File: src/rtl/regfile_write_queue.sv
// -----------------------------------------------------------------------------
// regfile_write_queue
//
// Write-back buffer in front of a 32x32 register file. Register writes from
// the execute/write-back stage are queued in a small circular FIFO and drained
// one per cycle into the register file's single write port. Queued data that
// has not yet been committed is forwarded onto both read ports, so readers
// always see the architecturally newest value.
//
// Ports:
//   Clk, Reset                    clock, synchronous active-high reset
//   InValid/InReady               enqueue handshake (InReady = !full)
//   InRegister/InData             incoming write; register 0 is accepted
//                                 but dropped
//   Hold                          suspends draining
//   WriteRegister/WriteData/
//   RegWrite                      register file write port (head entry)
//   ReadRegister1/2               read addresses (shared with register file)
//   RegReadData1/2                raw register file read data
//   ReadData1/2                   forwarded read data
//   Count, Empty                  occupancy
// -----------------------------------------------------------------------------
module regfile_write_queue #(
   parameter int unsigned DEPTH = 4,
   parameter int unsigned WIDTH = 32,
   parameter int unsigned AW    = 5
) (
   input  logic                   Clk,
   input  logic                   Reset,
   input  logic                   InValid,
   output logic                   InReady,
   input  logic [AW-1:0]          InRegister,
   input  logic [WIDTH-1:0]       InData,
   input  logic                   Hold,
   output logic [AW-1:0]          WriteRegister,
   output logic [WIDTH-1:0]       WriteData,
   output logic                   RegWrite,
   input  logic [AW-1:0]          ReadRegister1,
   input  logic [AW-1:0]          ReadRegister2,
   input  logic [WIDTH-1:0]       RegReadData1,
   input  logic [WIDTH-1:0]       RegReadData2,
   output logic [WIDTH-1:0]       ReadData1,
   output logic [WIDTH-1:0]       ReadData2,
   output logic [$clog2(DEPTH):0] Count,
   output logic                   Empty
);

   localparam int unsigned PW = $clog2(DEPTH);
   localparam int unsigned CW = PW + 1;

   logic [PW-1:0]    head_q, head_d;
   logic [PW-1:0]    tail_q, tail_d;
   logic [CW-1:0]    count_q, count_d;
   logic [AW-1:0]    addr_q [DEPTH];
   logic [AW-1:0]    addr_d [DEPTH];
   logic [WIDTH-1:0] data_q [DEPTH];
   logic [WIDTH-1:0] data_d [DEPTH];

   logic full;
   logic empty;
   logic push;
   logic pop;

   // ---------------------------------------------------------------------------
   // Handshake and drain control
   // ---------------------------------------------------------------------------
   always_comb begin
      full     = (count_q == CW'(DEPTH));
      empty    = (count_q == '0);
      InReady  = !full;
      Empty    = empty;
      Count    = count_q;
      RegWrite = !empty && !Hold && !Reset;
      pop      = RegWrite;
      // Writes to register 0 complete the handshake but are never stored.
      push     = InValid && InReady && !Reset && (InRegister != '0);
   end

   always_comb begin
      WriteRegister = '0;
      WriteData     = '0;
      if (!empty) begin
         WriteRegister = addr_q[head_q];
         WriteData     = data_q[head_q];
      end
   end

   // ---------------------------------------------------------------------------
   // Next-state for pointers, occupancy and storage
   // ---------------------------------------------------------------------------
   always_comb begin
      head_d  = head_q;
      tail_d  = tail_q;
      count_d = count_q;
      addr_d  = addr_q;
      data_d  = data_q;

      if (push) begin
         addr_d[tail_q] = InRegister;
         data_d[tail_q] = InData;
         tail_d         = tail_q + PW'(1);
      end
      if (pop) begin
         head_d = head_q + PW'(1);
      end

      case ({push, pop})
         2'b10:   count_d = count_q + CW'(1);
         2'b01:   count_d = count_q - CW'(1);
         default: count_d = count_q;
      endcase
   end

   always_ff @(posedge Clk) begin
      if (Reset) begin
         head_q  <= '0;
         tail_q  <= '0;
         count_q <= '0;
         addr_q  <= '{default: '0};
         data_q  <= '{default: '0};
      end else begin
         head_q  <= head_d;
         tail_q  <= tail_d;
         count_q <= count_d;
         addr_q  <= addr_d;
         data_q  <= data_d;
      end
   end

   // ---------------------------------------------------------------------------
   // Read forwarding
   // ---------------------------------------------------------------------------
   // Scan occupied entries oldest to youngest; a later match overrides an
   // earlier one, so the entry closest to the tail wins. The head entry being
   // drained this cycle is still occupied and therefore still forwarded.
   function automatic logic [WIDTH-1:0] forward(input logic [AW-1:0]    rr,
                                                input logic [WIDTH-1:0] rf_data);
      logic [WIDTH-1:0] res;
      logic [PW-1:0]    idx;
      res = rf_data;
      for (int unsigned i = 0; i < DEPTH; i++) begin
         idx = head_q + PW'(i);
         if ((CW'(i) < count_q) && (addr_q[idx] == rr)) begin
            res = data_q[idx];
         end
      end
      if (rr == '0) begin
         res = '0;
      end
      return res;
   endfunction

   always_comb begin
      ReadData1 = forward(ReadRegister1, RegReadData1);
      ReadData2 = forward(ReadRegister2, RegReadData2);
   end

endmodule

File: config.mk
export PLATFORM = sky130hd
export DESIGN_NAME = regfile_write_queue
export DESIGN_NICKNAME = d
export VERILOG_FILES = /design/src/rtl/regfile_write_queue.sv
export SDC_FILE = /design/constraint.sdc
export NUM_CORES = 1
export LEC_CHECK = 0
export ABC_AREA = 1
export ABC_CLOCK_PERIOD_IN_PS = 8560
export CORE_AREA = 2 2 151 153
export CTS_BUF_LIST = sky130_fd_sc_hd__clkbuf_8
export DETAILED_ROUTE_END_ITERATION = 6
export DIE_AREA = 0 0 153 155
export PLACE_DENSITY = 0.88
export SLEW_MARGIN = 25
export SYNTH_ARGS = -nofsm -noshare
export SYNTH_HDL_FRONTEND = slang
export SYNTH_SLANG_ARGS = --single-unit
export TNS_END_PERCENT = 50
File: constraint.sdc
create_clock -name Clk -period 8.56 [get_ports Clk]
set_clock_uncertainty 0.15 [all_clocks]
set_input_delay 2.568 -clock Clk [delete_from_list [all_inputs] [get_ports Clk]]
set_output_delay 2.568 -clock Clk [all_outputs]
set_load 0.005 [all_outputs]
==> impl_metrics.tcl <==
set metrics [dict create \
    outcome "finished, final reports clean" \
    synth-edff-count 0 \
    synth_xor_area_share_pct 0.400 \
    yosys.area_share.simple_pct 38.9 \
    synth_cell_type_count 31 \
    wl_per_cell_um 16.2 \
    critical_path.reg2reg.startpoint "Count[0]" \
    crit_buf_inv 5 \
    cp_slowest_stage_delay_ps 610 \
    cts.sinks 155 \
    cts-root-buf "clkbuf_8" \
    dp.cells 2807 \
    total_power_mw 2.16 \
    wl_met3_um 5300 \
    postSynth.asyncResetShare_pct 0 \
    hold_path_class "flip-flop to flip-flop" \
    met1_length_um 17900 \
    final-setup-viol-count 0 \
    drt_iter0_markers 1614 \
    place_congestion 1.00 \
    ios 222 \
    grt_max_degree 122 \
    rsz0062_at_grt "false" \
    cp_max_fo 26 \
    crit_path_start_kind "input port" \
    antenna_left 0 \
    vias 16600 \
    clkTransAtPathRegs_ps 80 \
    track_usage_pct 37.1 \
    path_cells "clkdlybuf4s50_1 > inv_1 > nand2_1 > nand2_1 > nor2_1 > nand3_1 > inv_2 > buf_4 > nor2_1 > a21oi_1 > clkdlybuf4s50_1" \
    ys_seq_area_share_pct 23.6 \
    synth_most_common_cell "nand2_1" \
    wl_met2_um 20400 \
    synth_top_cells_by_count "730 x nand2_1, 347 x o21ai_0, 310 x nor2_1, 223 x a21oi_1, 200 x inv_1" \
    startpoint "ReadRegister2[3]" \
    max_slew_margin_pct 34.0 \
    setup_tns_ps 0 \
    synth.top_cell.area_share_pct 23.6 \
    drt_wl_total_um 46000 \
    synth_area_leader_cell "dfxtp_1" \
    max_cap_violations 0 \
    avgSynthCellArea_um2 5.39 \
    top_layer_used "met5" \
    placed_area_mm2 0.0153 \
    drc 0 \
    synthesis.area_mm2 0.0131 \
    start_util_pct 59.1 \
    worstSkewPairLatency_ps 470 \
    clk_path_buf_depth 2 \
    final_area_mm2 0.0157 \
    portBuffers 221 \
    cts_resized 0 \
    hold_viol 0 \
    syn_inst 2436 \
    cts_max_level 4 \
    worst_slack_ps 613 \
    cts_buffers 17 \
    synthMuxAreaShare_pct 0.0763 \
    crit_path_end "ReadData2[21]" \
    cts_setup_buffers 0 \
    antenna_found_initial 2 \
    synthTopCellsByArea "dfxtp_1 24%, nand2_1 21%, o21ai_0 13%, nor2_1 8.9%, a21oi_1 8.5%" \
    critPathKind "input port to primary output" \
    synth_top_family_by_area "simple AND/OR/NAND/NOR gates" \
    r2r_slack_ps 5560 \
    ys_ff_latch 155 \
    synth_ff_type "dfxtp_1" \
    reg2reg_depth 11 \
    dpl.hpwl_um 31000 \
    synth_fp_nets 2560 \
    end_kind "primary output" \
    grt_remaining_overflow 0 \
    worstReg2RegEnd "data_q[125]" \
    die_area_mm2 0.0237 \
    grt_pass1_vias 14900 \
    critical-path-top-delay-family "buffers and inverters" \
    synth-compound-area-share_pct 23.8 \
    grt_pass1_wl_um 72800 \
    die_y_um 155 \
    cts_tree "done" \
    fin_crit_sh_pct 92.8 \
    finalNetCount 2665 \
    fillers 2019 \
    hold_buffers 0 \
    first_pass_iters 6 \
    coreArea_mm2 0.0222 \
    dieWidth_um 153 \
    path_depth 11 \
    fmax_mhz 126 \
    syn_to_final_growth_pct 19.2 \
    rows 55 \
    powerDensity_mw_per_mm2 138 \
    fin_crit_ps 7950 \
    worst_slew_pin_slew_ps 990 \
    cp_slowest_cell "clkdlybuf4s50_1" \
    crit_required_ps 5840 \
    slew_violations 0 \
    layout-drive-gt1-share_pct 4.11 \
    viasPerCell 5.83 \
    crit_arrival_ps 5230 \
    yosysWarnings 0 \
    ir_drop_v 0.000179 \
    synth_fa_ha_area_share_pct 0.858 \
    p_leak_nw 6.43 \
    place_ws_ps 710 \
    stdcell_count 2840 \
]
-- registers in the layout, summed over array words and instances, names as in the netlist --
| name | flops |
|---|---|
| data_q | 128 |
| tail_q | 2 |
| Count | 3 |
| addr_q | 20 |
| head_q | 2 |
-- area by class of cell --
cell class	instances	area, µm²	share of cell area, %
Antenna cell	1	2.50	0.0160
Clock buffer	18	248	1.58
Clock inverter	14	148	0.943
Inverter	206	783	5.00
Multi-Input combinational cell	1891	8410	53.7
Sequential cell	155	3110	19.8
Tap cell	285	357	2.28
Timing Repair Buffer	270	2600	16.6
-- metal layers --
| metal | global-route usage, % | vias up |
|---|---|---|
| li1 | - | 8078 |
| met1 | 46.0 | 7251 |
| met2 | 61.0 | 1014 |
| met3 | 7.58 | 225 |
| met4 | 19.9 | 2 |
| met5 | 0 | - |
-- metrics by stage --
stage               hold slack [ps]  utilization [%]
floorplan                       289                -
global placement                300             68.6
finish                          318             70.4
CTS                             319             70.4
detailed placement              306             68.6
global route                    336             70.4
-- worst reg2reg max path: stages (launching register included) --
cell and delay (ps):
dfxtp_1 360, inv_1 170, ha_1 200, nand2_1 80, nand2_1 70, nor2_1 40, nand2_1 210, inv_1 170
nand2_2 580, buf_4 530, o21ai_0 200, a21oi_1 180
-- cell usage in the layout, fill, tap and decap left out, types with 2 or more instances in the layout --
| cell | netlist | final |
|---|---|---|
| nor2_1 | 310 | 309 |
| xor2_1 | 6 | 6 |
| buf_12 | 0 | 2 |
| clkbuf_8 | 0 | 18 |
| inv_1 | 200 | 200 |
| inv_2 | 3 | 4 |
| nand3b_1 | 3 | 3 |
| nand4_1 | 68 | 68 |
| clkinv_2 | 0 | 2 |
| o21ai_1 | 47 | 47 |
| nand2_1 | 730 | 727 |
| bufinv_16 | 0 | 2 |
| clkinvlp_4 | 0 | 4 |
| ha_1 | 9 | 9 |
| inv_4 | 2 | 2 |
| inv_6 | 1 | 3 |
| clkdlybuf4s50_1 | 0 | 220 |
| nand3_1 | 127 | 127 |
| dfxtp_1 | 155 | 154 |
| clkinv_4 | 0 | 3 |
| nor3_1 | 4 | 4 |
| nor2_2 | 6 | 7 |
| buf_4 | 12 | 47 |
| a21oi_1 | 223 | 223 |
| nand2_2 | 1 | 4 |
| o21ai_0 | 347 | 347 |
| nand3_2 | 2 | 2 |
| nand2_4 | 2 | 2 |
-- where the power goes --
part | switching (mW) | total [mW] | internal (mW)
Clock | 0.298 | 0.566 | 0.267
Sequential | 0.0322 | 0.781 | 0.749
Combinational | 0.531 | 0.816 | 0.286
-- worst min-delay path by stage --
stage,start,to,slack [ps],cells past startpoint
floorplan,data_q[0],data_q[0],290,2
global placement,data_q[8],data_q[8],300,2
detailed placement,data_q[22],data_q[22],310,2
CTS,data_q[9],data_q[9],320,2
global route,data_q[61],data_q[61],340,2
finish,data_q[9],data_q[9],320,2
-- cells by family after synthesis --
kind of cell / after synthesis
AOI/OAI and AO/OA: 621
xor gates and xnor gates: 6
adders and majority gates: 9
buffers and inverters: 390
DFF: 155
muxes: 1
and+or+nand+nor: 1254
No activity file was read; power rests on OpenSTA's default activity.
